File: src/rtl/mips_pkg.sv
// mips_pkg: shared definitions for the multi-cycle MIPS control sequencer.
//   - opcode constants for the supported instruction subset
//   - ctrl_state_t: sequencer state encoding
//   - ALUOp / ALUSrcB / PCSource encodings
// Optional feature macro: MIPS_CTRL_JUMP_EN adds the JUMP state (opcode 000010).
package mips_pkg;

   localparam logic [5:0] OP_RTYPE = 6'b000000;
   localparam logic [5:0] OP_LW    = 6'b100011;
   localparam logic [5:0] OP_SW    = 6'b101011;
   localparam logic [5:0] OP_BEQ   = 6'b000100;
   localparam logic [5:0] OP_J     = 6'b000010;

   localparam logic [1:0] ALUOP_ADD   = 2'b00;
   localparam logic [1:0] ALUOP_SUB   = 2'b01;
   localparam logic [1:0] ALUOP_FUNCT = 2'b10;

   localparam logic [1:0] ALUSRCB_B     = 2'b00;
   localparam logic [1:0] ALUSRCB_FOUR  = 2'b01;
   localparam logic [1:0] ALUSRCB_IMM   = 2'b10;
   localparam logic [1:0] ALUSRCB_IMMSH = 2'b11;

   localparam logic [1:0] PCSRC_ALU    = 2'b00;
   localparam logic [1:0] PCSRC_ALUOUT = 2'b01;
   localparam logic [1:0] PCSRC_JUMP   = 2'b10;

   typedef enum logic [3:0] {
      FETCH  = 4'd0,
      DECODE = 4'd1,
      MEMADR = 4'd2,
      MEMRD  = 4'd3,
      MEMWB  = 4'd4,
      MEMWR  = 4'd5,
      EXEC   = 4'd6,
      ALUWB  = 4'd7,
`ifdef MIPS_CTRL_JUMP_EN
      BRANCH = 4'd8,
      JUMP   = 4'd9
`else
      BRANCH = 4'd8
`endif
   } ctrl_state_t;

endpackage

File: src/rtl/mips_ctrl_outdec.sv
// mips_ctrl_outdec: purely combinational decode of sequencer state (plus
// mem_ready for the FETCH-cycle IR/PC loads) into datapath control signals.
// Ports:
//   state, mem_ready            : current state, memory handshake
//   pc_write .. pc_source       : datapath controls (same meaning as the
//                                 top-level PCWrite .. PCSource outputs)
// Optional feature macro: MIPS_CTRL_JUMP_EN (JUMP state decode).
module mips_ctrl_outdec
   import mips_pkg::*;
(
   input  ctrl_state_t state,
   input  logic        mem_ready,
   output logic        pc_write,
   output logic        pc_write_cond,
   output logic        ior_d,
   output logic        mem_read,
   output logic        mem_write,
   output logic        ir_write,
   output logic        mem_to_reg,
   output logic        reg_dst,
   output logic        reg_write,
   output logic        alu_src_a,
   output logic [1:0]  alu_src_b,
   output logic [1:0]  alu_op,
   output logic [1:0]  pc_source
);

   // Moore decode of per-state controls; anything not driven stays 0.
   always_comb begin
      pc_write      = 1'b0;
      pc_write_cond = 1'b0;
      ior_d         = 1'b0;
      mem_read      = 1'b0;
      mem_write     = 1'b0;
      ir_write      = 1'b0;
      mem_to_reg    = 1'b0;
      reg_dst       = 1'b0;
      reg_write     = 1'b0;
      alu_src_a     = 1'b0;
      alu_src_b     = ALUSRCB_B;
      alu_op        = ALUOP_ADD;
      pc_source     = PCSRC_ALU;
      case (state)
         FETCH: begin
            // PC+4 computed every FETCH cycle but only committed with the IR
            mem_read  = 1'b1;
            alu_src_b = ALUSRCB_FOUR;
            ir_write  = mem_ready;
            pc_write  = mem_ready;
         end
         DECODE: begin
            // speculative branch target into ALUOut
            alu_src_b = ALUSRCB_IMMSH;
         end
         MEMADR: begin
            alu_src_a = 1'b1;
            alu_src_b = ALUSRCB_IMM;
         end
         MEMRD: begin
            mem_read = 1'b1;
            ior_d    = 1'b1;
         end
         MEMWB: begin
            reg_write  = 1'b1;
            mem_to_reg = 1'b1;
         end
         MEMWR: begin
            mem_write = 1'b1;
            ior_d     = 1'b1;
         end
         EXEC: begin
            alu_src_a = 1'b1;
            alu_op    = ALUOP_FUNCT;
         end
         ALUWB: begin
            reg_write = 1'b1;
            reg_dst   = 1'b1;
         end
         BRANCH: begin
            alu_src_a     = 1'b1;
            alu_op        = ALUOP_SUB;
            pc_write_cond = 1'b1;
            pc_source     = PCSRC_ALUOUT;
         end
`ifdef MIPS_CTRL_JUMP_EN
         JUMP: begin
            pc_write  = 1'b1;
            pc_source = PCSRC_JUMP;
         end
`endif
         default: begin
            pc_write = 1'b0;
         end
      endcase
   end

endmodule

File: src/rtl/mips_multicycle_ctrl.sv
// mips_multicycle_ctrl: multi-cycle MIPS control sequencer (R-type, lw, sw,
// beq; optionally j). Holds the state register, next-state logic and the
// retired-instruction counter; control decode lives in mips_ctrl_outdec.
// Ports:
//   clk, rst_n        : clock, synchronous active-low reset
//   opcode            : IR[31:26], used in DECODE and MEMADR only
//   mem_ready         : shared memory completes access this cycle
//   PCWrite .. PCSource : datapath controls
//   instr_done        : one-cycle pulse in the retiring cycle
//   illegal_op        : one-cycle pulse in DECODE for unsupported opcodes
//   retired_cnt       : wrapping count of retired instructions
// Optional feature macro: MIPS_CTRL_JUMP_EN enables opcode 000010 (JUMP).
module mips_multicycle_ctrl
   import mips_pkg::*;
#(
   parameter int CNT_W = 32
) (
   input  logic             clk,
   input  logic             rst_n,
   input  logic [5:0]       opcode,
   input  logic             mem_ready,
   output logic             PCWrite,
   output logic             PCWriteCond,
   output logic             IorD,
   output logic             MemRead,
   output logic             MemWrite,
   output logic             IRWrite,
   output logic             MemtoReg,
   output logic             RegDst,
   output logic             RegWrite,
   output logic             ALUSrcA,
   output logic [1:0]       ALUSrcB,
   output logic [1:0]       ALUOp,
   output logic [1:0]       PCSource,
   output logic             instr_done,
   output logic             illegal_op,
   output logic [CNT_W-1:0] retired_cnt
);

   ctrl_state_t      state_r;
   ctrl_state_t      next_s;
   logic [CNT_W-1:0] retired_cnt_r;
   logic             retire_s;
   logic             illegal_s;

   logic       pc_write_s, pc_write_cond_s, ior_d_s, mem_read_s, mem_write_s;
   logic       ir_write_s, mem_to_reg_s, reg_dst_s, reg_write_s, alu_src_a_s;
   logic [1:0] alu_src_b_s, alu_op_s, pc_source_s;

   // State register and retired counter; reset wins over a same-cycle retire.
   always_ff @(posedge clk) begin
      if (!rst_n) begin
         state_r       <= FETCH;
         retired_cnt_r <= {CNT_W{1'b0}};
      end else begin
         state_r <= next_s;
         if (retire_s) begin
            retired_cnt_r <= retired_cnt_r + {{(CNT_W-1){1'b0}}, 1'b1};
         end else begin
            retired_cnt_r <= retired_cnt_r;
         end
      end
   end

   // Next-state, retire and illegal-opcode logic.
   always_comb begin
      next_s    = state_r;
      retire_s  = 1'b0;
      illegal_s = 1'b0;
      case (state_r)
         FETCH: begin
            if (mem_ready) next_s = DECODE;
            else           next_s = FETCH;
         end
         DECODE: begin
            case (opcode)
               OP_RTYPE:     next_s = EXEC;
               OP_LW, OP_SW: next_s = MEMADR;
               OP_BEQ:       next_s = BRANCH;
`ifdef MIPS_CTRL_JUMP_EN
               OP_J:         next_s = JUMP;
`endif
               default: begin
                  illegal_s = 1'b1;
                  next_s    = FETCH;
               end
            endcase
         end
         MEMADR: begin
            // only lw/sw reach here, so anything other than lw is a store
            if (opcode == OP_LW) next_s = MEMRD;
            else                 next_s = MEMWR;
         end
         MEMRD: begin
            if (mem_ready) next_s = MEMWB;
            else           next_s = MEMRD;
         end
         MEMWB: begin
            retire_s = 1'b1;
            next_s   = FETCH;
         end
         MEMWR: begin
            if (mem_ready) begin
               retire_s = 1'b1;
               next_s   = FETCH;
            end else begin
               next_s = MEMWR;
            end
         end
         EXEC:  next_s = ALUWB;
         ALUWB: begin
            retire_s = 1'b1;
            next_s   = FETCH;
         end
         BRANCH: begin
            retire_s = 1'b1;
            next_s   = FETCH;
         end
`ifdef MIPS_CTRL_JUMP_EN
         JUMP: begin
            retire_s = 1'b1;
            next_s   = FETCH;
         end
`endif
         default: next_s = FETCH;
      endcase
   end

   mips_ctrl_outdec u_outdec (
      .state         (state_r),
      .mem_ready     (mem_ready),
      .pc_write      (pc_write_s),
      .pc_write_cond (pc_write_cond_s),
      .ior_d         (ior_d_s),
      .mem_read      (mem_read_s),
      .mem_write     (mem_write_s),
      .ir_write      (ir_write_s),
      .mem_to_reg    (mem_to_reg_s),
      .reg_dst       (reg_dst_s),
      .reg_write     (reg_write_s),
      .alu_src_a     (alu_src_a_s),
      .alu_src_b     (alu_src_b_s),
      .alu_op        (alu_op_s),
      .pc_source     (pc_source_s)
   );

   // Reset is synchronous, so outputs are masked while rst_n is low to keep
   // the memory and register file quiet before the state register clears.
   assign PCWrite     = rst_n & pc_write_s;
   assign PCWriteCond = rst_n & pc_write_cond_s;
   assign IorD        = rst_n & ior_d_s;
   assign MemRead     = rst_n & mem_read_s;
   assign MemWrite    = rst_n & mem_write_s;
   assign IRWrite     = rst_n & ir_write_s;
   assign MemtoReg    = rst_n & mem_to_reg_s;
   assign RegDst      = rst_n & reg_dst_s;
   assign RegWrite    = rst_n & reg_write_s;
   assign ALUSrcA     = rst_n & alu_src_a_s;
   assign ALUSrcB     = rst_n ? alu_src_b_s : 2'b00;
   assign ALUOp       = rst_n ? alu_op_s    : 2'b00;
   assign PCSource    = rst_n ? pc_source_s : 2'b00;
   assign instr_done  = rst_n & retire_s;
   assign illegal_op  = rst_n & illegal_s;
   assign retired_cnt = rst_n ? retired_cnt_r : {CNT_W{1'b0}};

endmodule

File: config.mk
export PLATFORM = sky130hd
export DESIGN_NAME = mips_multicycle_ctrl
export DESIGN_NICKNAME = d
export VERILOG_FILES = /design/src/rtl/mips_pkg.sv /design/src/rtl/mips_ctrl_outdec.sv /design/src/rtl/mips_multicycle_ctrl.sv
export SDC_FILE = /design/constraint.sdc
export NUM_CORES = 1
export LEC_CHECK = 0
export CORE_UTILIZATION = 35
export CTS_BUF_LIST = sky130_fd_sc_hd__clkbuf_2 sky130_fd_sc_hd__clkbuf_4 sky130_fd_sc_hd__clkbuf_8
export DETAILED_ROUTE_END_ITERATION = 6
export PLACE_DENSITY = 0.63
export SLEW_MARGIN = 10
export SYNTH_ARGS = -nofsm -noshare
export SYNTH_HDL_FRONTEND = slang
export SYNTH_SLANG_ARGS = --single-unit
File: constraint.sdc
create_clock -name clk -period 2.2 [get_ports clk]
set_input_delay 0.55 -clock clk [delete_from_list [all_inputs] [get_ports clk]]
set_output_delay 0.55 -clock clk [all_outputs]
set_load 0.005 [all_outputs]
Yosys cells after proc, flatten, opt, wreduce, memory -nomap -nowiden. Index checks and enable logic that the tools add are counted.

$mul: 0. Bitwise gates (word level): 11. Shifts and indexed selects: 0. Div/mod/pow operators: 0. Add/sub/neg operators: 1. Reduce and logical (&&, ||, !) cells: 9. $lt $le $gt $ge: 0. Mux-type cells: 26. Eq/ne operators: 11.

Operators by type and width (number): 32-bit by 1-bit adder with 32-bit output, second input constant (1); 32-bit two-way mux (1); 4-bit case mux with 6 select lines (1); 4-bit by 3-bit == test with 1-bit output, second input constant (4); 1-bit two-way mux (14); 6-bit == test, second input constant (2); 4-bit case mux with 3 select lines (1); 1-bit bitwise AND (11); 3-bit two-way mux (3); 4-bit by 2-bit == test with 1-bit output, second input constant (2); 2-bit OR reduction (4); 6-bit by 3-bit == test with 1-bit output, second input constant (1); 6-bit zero test (1); 2-bit two-way mux (3); 2-bit case mux with 3 select lines (1); 3-bit OR reduction (2); 4-bit by 1-bit == test with 1-bit output, second input constant (1); 4-bit == test, second input constant (1); 4-bit zero test (1); 2-bit case mux with 2 select lines (1); 4-bit OR reduction (1); 1-bit case mux with 2 select lines (1).

Memories: 0. Flip-flop bits (word level): 36. Bits in latches: 0. Output and inout bits: 50. Logic and storage cells: 60. Bits in writable memories: 0. ROM bits: 0. Input port bits: 9.

Logic depth before layout (Yosys ltp).
Depth after elaboration: 5. Gate-level depth with buffers: 8. Mapped depth without buffers: 6.

Modules after synthesis. Synthesis repeated with hierarchy kept, for this count alone.

Cell total of the unflattened synthesis: 297. Area total of the unflattened synthesis: 2488.6 um^2.

Modules (own cells, without submodules): mips_multicycle_ctrl (cells an instance 271, instances 1, seq. area each 720.7 um^2, area an instance 2255.9 um^2); mips_ctrl_outdec (cells an instance 26, instances 1, seq. area each 0.0 um^2, area an instance 232.7 um^2).

Least setup slack after synthesis. OpenSTA, ideal clock, no wires.

Path type: register to output. From: reg state_r[2]. To: out PCWrite. Setup slack: -0.139 ns. Required time: 1.650 ns. Arrival time: 1.789 ns. Cell stages (with the launch flop): 7. Cell sequence: dfxtp_1 > clkbuf_1 > or2_2 > or2_2 > clkbuf_1 > nor4b_1 > buf_4.

Word-level cells in the longest chain between the ends: 3.

Ends and longest elaborated chain: start, declared (line mips_multicycle_ctrl.sv:40) `ctrl_state_t state_r;`; start signal, assigned (line mips_multicycle_ctrl.sv:56) `state_r <= next_s;`; 4-bit zero test; 1-bit two-way mux; 1-bit bitwise AND; end, declared (line mips_multicycle_ctrl.sv:22) `output logic PCWrite,`.

Every way passes these cells.

Worst setup path after layout.
From: in opcode[5]. To: out illegal_op.

Word-level cells in the longest chain between the ends: 5.

Ends and longest elaborated chain: start, declared (line mips_multicycle_ctrl.sv:20) `input logic [5:0] opcode,`; 6-bit == test, or another cell as far along (line mips_multicycle_ctrl.sv:76) `case (opcode)`; 4-bit OR reduction (no line) *; 1-bit two-way mux * (line mips_multicycle_ctrl.sv:76); 1-bit two-way mux * (line mips_multicycle_ctrl.sv:70) `case (state_r)`; 1-bit bitwise AND * (line mips_multicycle_ctrl.sv:163) `assign illegal_op = rst_n & illegal_s;`; end, declared (line mips_multicycle_ctrl.sv:36) `output logic illegal_op,`.

Mark *: on every way between the ends. The rest lies on a longest branch, timed or not.

==> impl_metrics.py <==
metrics = {
    "status": {
        "outcome": "completed",
    },
    "pwr": {
        "intPower_mw": 1.06,
        "combPwrFrac": 0.085,
        "sw_frac_of_total": 0.221,
        "leakagePower_nw": 1.33,
        "irDropWorstVdd_mv": 0.330,
        "power_density_nw_per_um2": 424,
        "p_switching_mw": 0.301,
        "p_seq_frac": 0.481,
        "power.share.clock": 0.434,
    },
    "worst_setup_path": {
        "start_kind": "primary input",
        "crit_chain": "dlygate4sd2_1 -> or4_1 -> nor2_2 -> nor4b_1 -> buf_2",
        "critical-path-top-delay-family": "simple AND/OR/NAND/NOR gates",
        "cp-end-kind": "output pin",
        "worstPathArrival_ns": 1.60,
        "crit_path_top_delay_cell": "or4_1",
        "critPathMaxStageDelay_ns": 0.53,
        "critPathMaxFanout": 2,
        "worstPathRequired_ns": 1.65,
        "r2r_end": "retired_cnt_r[30]",
        "reg2reg_depth": 8,
        "rrSetupSlack_ns": 0.32,
        "path_buf_inv": 2,
        "r2r-start": "state_r[3]",
        "path_class": "in -> out",
    },
    "detailed_routing": {
        "drtPass1Iterations": 4,
        "route.detailed.drc": 0,
        "vias": 2238,
        "drt-initial-drc-count": 143,
        "avgViaCountPerCell": 5.06,
        "wirelength_um": 5600,
        "routedWlPerCell_um": 12.7,
        "ant_nets": 0,
    },
    "synth": {
        "syn_nets": 293,
        "ys_types": 44,
        "synth_area_sq_um": 2190,
        "synth_edf_count": 0,
        "synthFlopType": "dfxtp_1",
        "syn_inst": 283,
        "async_flop_share": 0,
        "ys_seq_area_frac": 0.328,
        "ys_ff_latch": 36,
        "avgSynthCellArea_sq_um": 7.75,
        "yosys_warnings": 0,
    },
    "min_path": {
        "holdPathEnd": "retired_cnt_r[31]",
        "hp-start": "retired_cnt_r[31]",
        "holdPathStages": 2,
        "hold_path_class": "reg -> reg",
    },
    "final_layout": {
        "syn2layout_area_growth_pct": 46.2,
        "layout_common_cells": "36 x buf_4, 36 x dfxtp_1, 34 x nor2_1",
        "insertedDiodeCount": 0,
        "fin_util": 0.536,
        "seq_area_sq_um": 721,
        "finalNetCount": 376,
        "drive_above_1_share": 0.215,
        "fin_cells": 442,
        "multiInputGateArea_sq_um": 1410,
        "fillCellCount": 559,
        "final_area_sq_um": 3210,
    },
    "placed_design": {
        "gp_congestion": 0.732,
        "pre_cts_ws_ns": -0.601,
        "dpl-instance-area_sq_um": 3010,
        "dp_cells": 428,
        "port_buffers": 57,
        "hpwl_um": 3990,
    },
    "sta": {
        "setup_violations": 0,
        "rsz0062_at_grt": "true",
        "slew_viol_final": 0,
        "timing.final.crit_share": 0.978,
        "layout_setup_ws_ns": 0.0482,
        "hold_viol_final": 0,
        "skew_ns": 0.00882,
        "fmax_mhz": 465,
        "fin_hold_ws_ns": 0.479,
        "min_period_ns": 2.15,
    },
    "global_routing": {
        "grt_use_total": 0.187,
        "antenna_found_initial": 0,
        "grt.busiest_layer": "met2",
        "gr-usage-met1": 0.239,
        "grt_max_degree": 23,
        "grt_pass1_wl_um": 9520,
        "grt_use_met2": 0.317,
        "first_global_vias": 2097,
        "grt_overflow_total": 0,
        "use_met3": 0.0438,
    },
    "floorplan": {
        "die_area_sq_um": 6590,
        "start_util": 0.366,
        "die_x_um": 81.2,
        "ios": 59,
        "die_h_um": 81.2,
        "rows": 28,
        "coreArea_sq_um": 5990,
    },
    "cts": {
        "clock_sinks": 36,
        "insertion_delay_ns": 0.29,
        "cts_max_path_buffers": 2,
        "cts-htree-levels": 2,
        "tritoncts": "done",
        "cts_made_buffers": 5,
        "cts.clk_slew.worst_paths_ns": 0.08,
        "ctsRootBufferMaster": "clkbuf_8",
    },
    "flow_run": {
        "cap_violations": 0,
    },
}
## power by group through the flow
stage	clock, mW	combinational (mW)	sequential, mW
2_1_floorplan	0	0.0488	0.669
3_3_place_gp	0	0.103	0.669
3_5_place_dp	0	0.105	0.669
4_1_cts	0.610	0.118	0.654
5_1_grt	0.644	0.128	0.654
6_report	0.590	0.116	0.654
## timing repair
item | 4_1_cts | 5_1_grt
hold buffers | 0 | 0
pin swaps | 4 | 4
gates resized for setup | 53 | 14
buffers inserted | 5 | 0
setup endpoints to repair | 49 | 10
gates cloned | 1 | 0
## logic make-up after synthesis
family	share of synthesized area
muxes	0.0564
adders and majority gates	0.00570
other	0.00171
DFF	0.328
AOI/OAI and AO/OA	0.108
and+or+nand+nor	0.407
xor gates and xnor gates	0.0359
buffers and inverters	0.0576
## routing by layer
layer  share of wire  vias to the layer above
met5               0                        -
met4               0                        0
met3           0.044                        0
met2            0.47                       50
met1            0.49                     1031
li1                -                     1157
## area by class of cell
cell class,count,area share
multi-input combinational,222,0.438
timing repair buffer,96,0.267
inverter,5,0.00585
clock inverter,2,0.0109
clock buffer,6,0.0238
tap,75,0.0293
sequential,36,0.225
## flip-flops by register name, indices dropped and copies added, names as in the netlist
| name | count |
|---|---|
| retired_cnt_r | 32 |
| state_r | 4 |
## stage by stage
step                power (mW)  TNS, ns
floorplan                0.718        0
global route              1.43  -0.0150
global placement         0.773   -20.04
detailed placement       0.774   -20.83
finish                    1.36        0
CTS                       1.38        0
## worst register-to-register path: cells and delay by family, from the launching register on
family                 cells  cell delay (ns)
muxes                      1             0.33
and+or+nand+nor            3             0.63
buffers and inverters      3             0.47
AOI/OAI and AO/OA          1             0.05
DFF                        1             0.31
## how the worst max path moves through the flow
stage	start	to	slack, ns	cells past startpoint
2_1_floorplan	state_r[2]	PCWrite	0.009	6
3_3_place_gp	rst_n	illegal_op	-0.62	5
3_5_place_dp	rst_n	illegal_op	-0.60	5
4_1_cts	state_r[3]	IRWrite	0.0002	4
5_1_grt	state_r[3]	illegal_op	-0.02	4
6_report	opcode[5]	illegal_op	0.05	5
## cell usage after synthesis, types with 6 or more instances
cell / number / area (sq um)
a21oi_1: 16 / 80.1
and2_1: 30 / 188
clkbuf_1: 11 / 41.3
dfxtp_1: 36 / 721
mux2_2: 6 / 67.6
nand2_1: 16 / 60.1
nand3_1: 15 / 75.1
nand4_1: 12 / 75.1
nor2_1: 37 / 139
o21ai_0: 13 / 65.1
or3_1: 10 / 62.6
xor2_1: 6 / 52.6
Power figures use the tool's default switching activity.
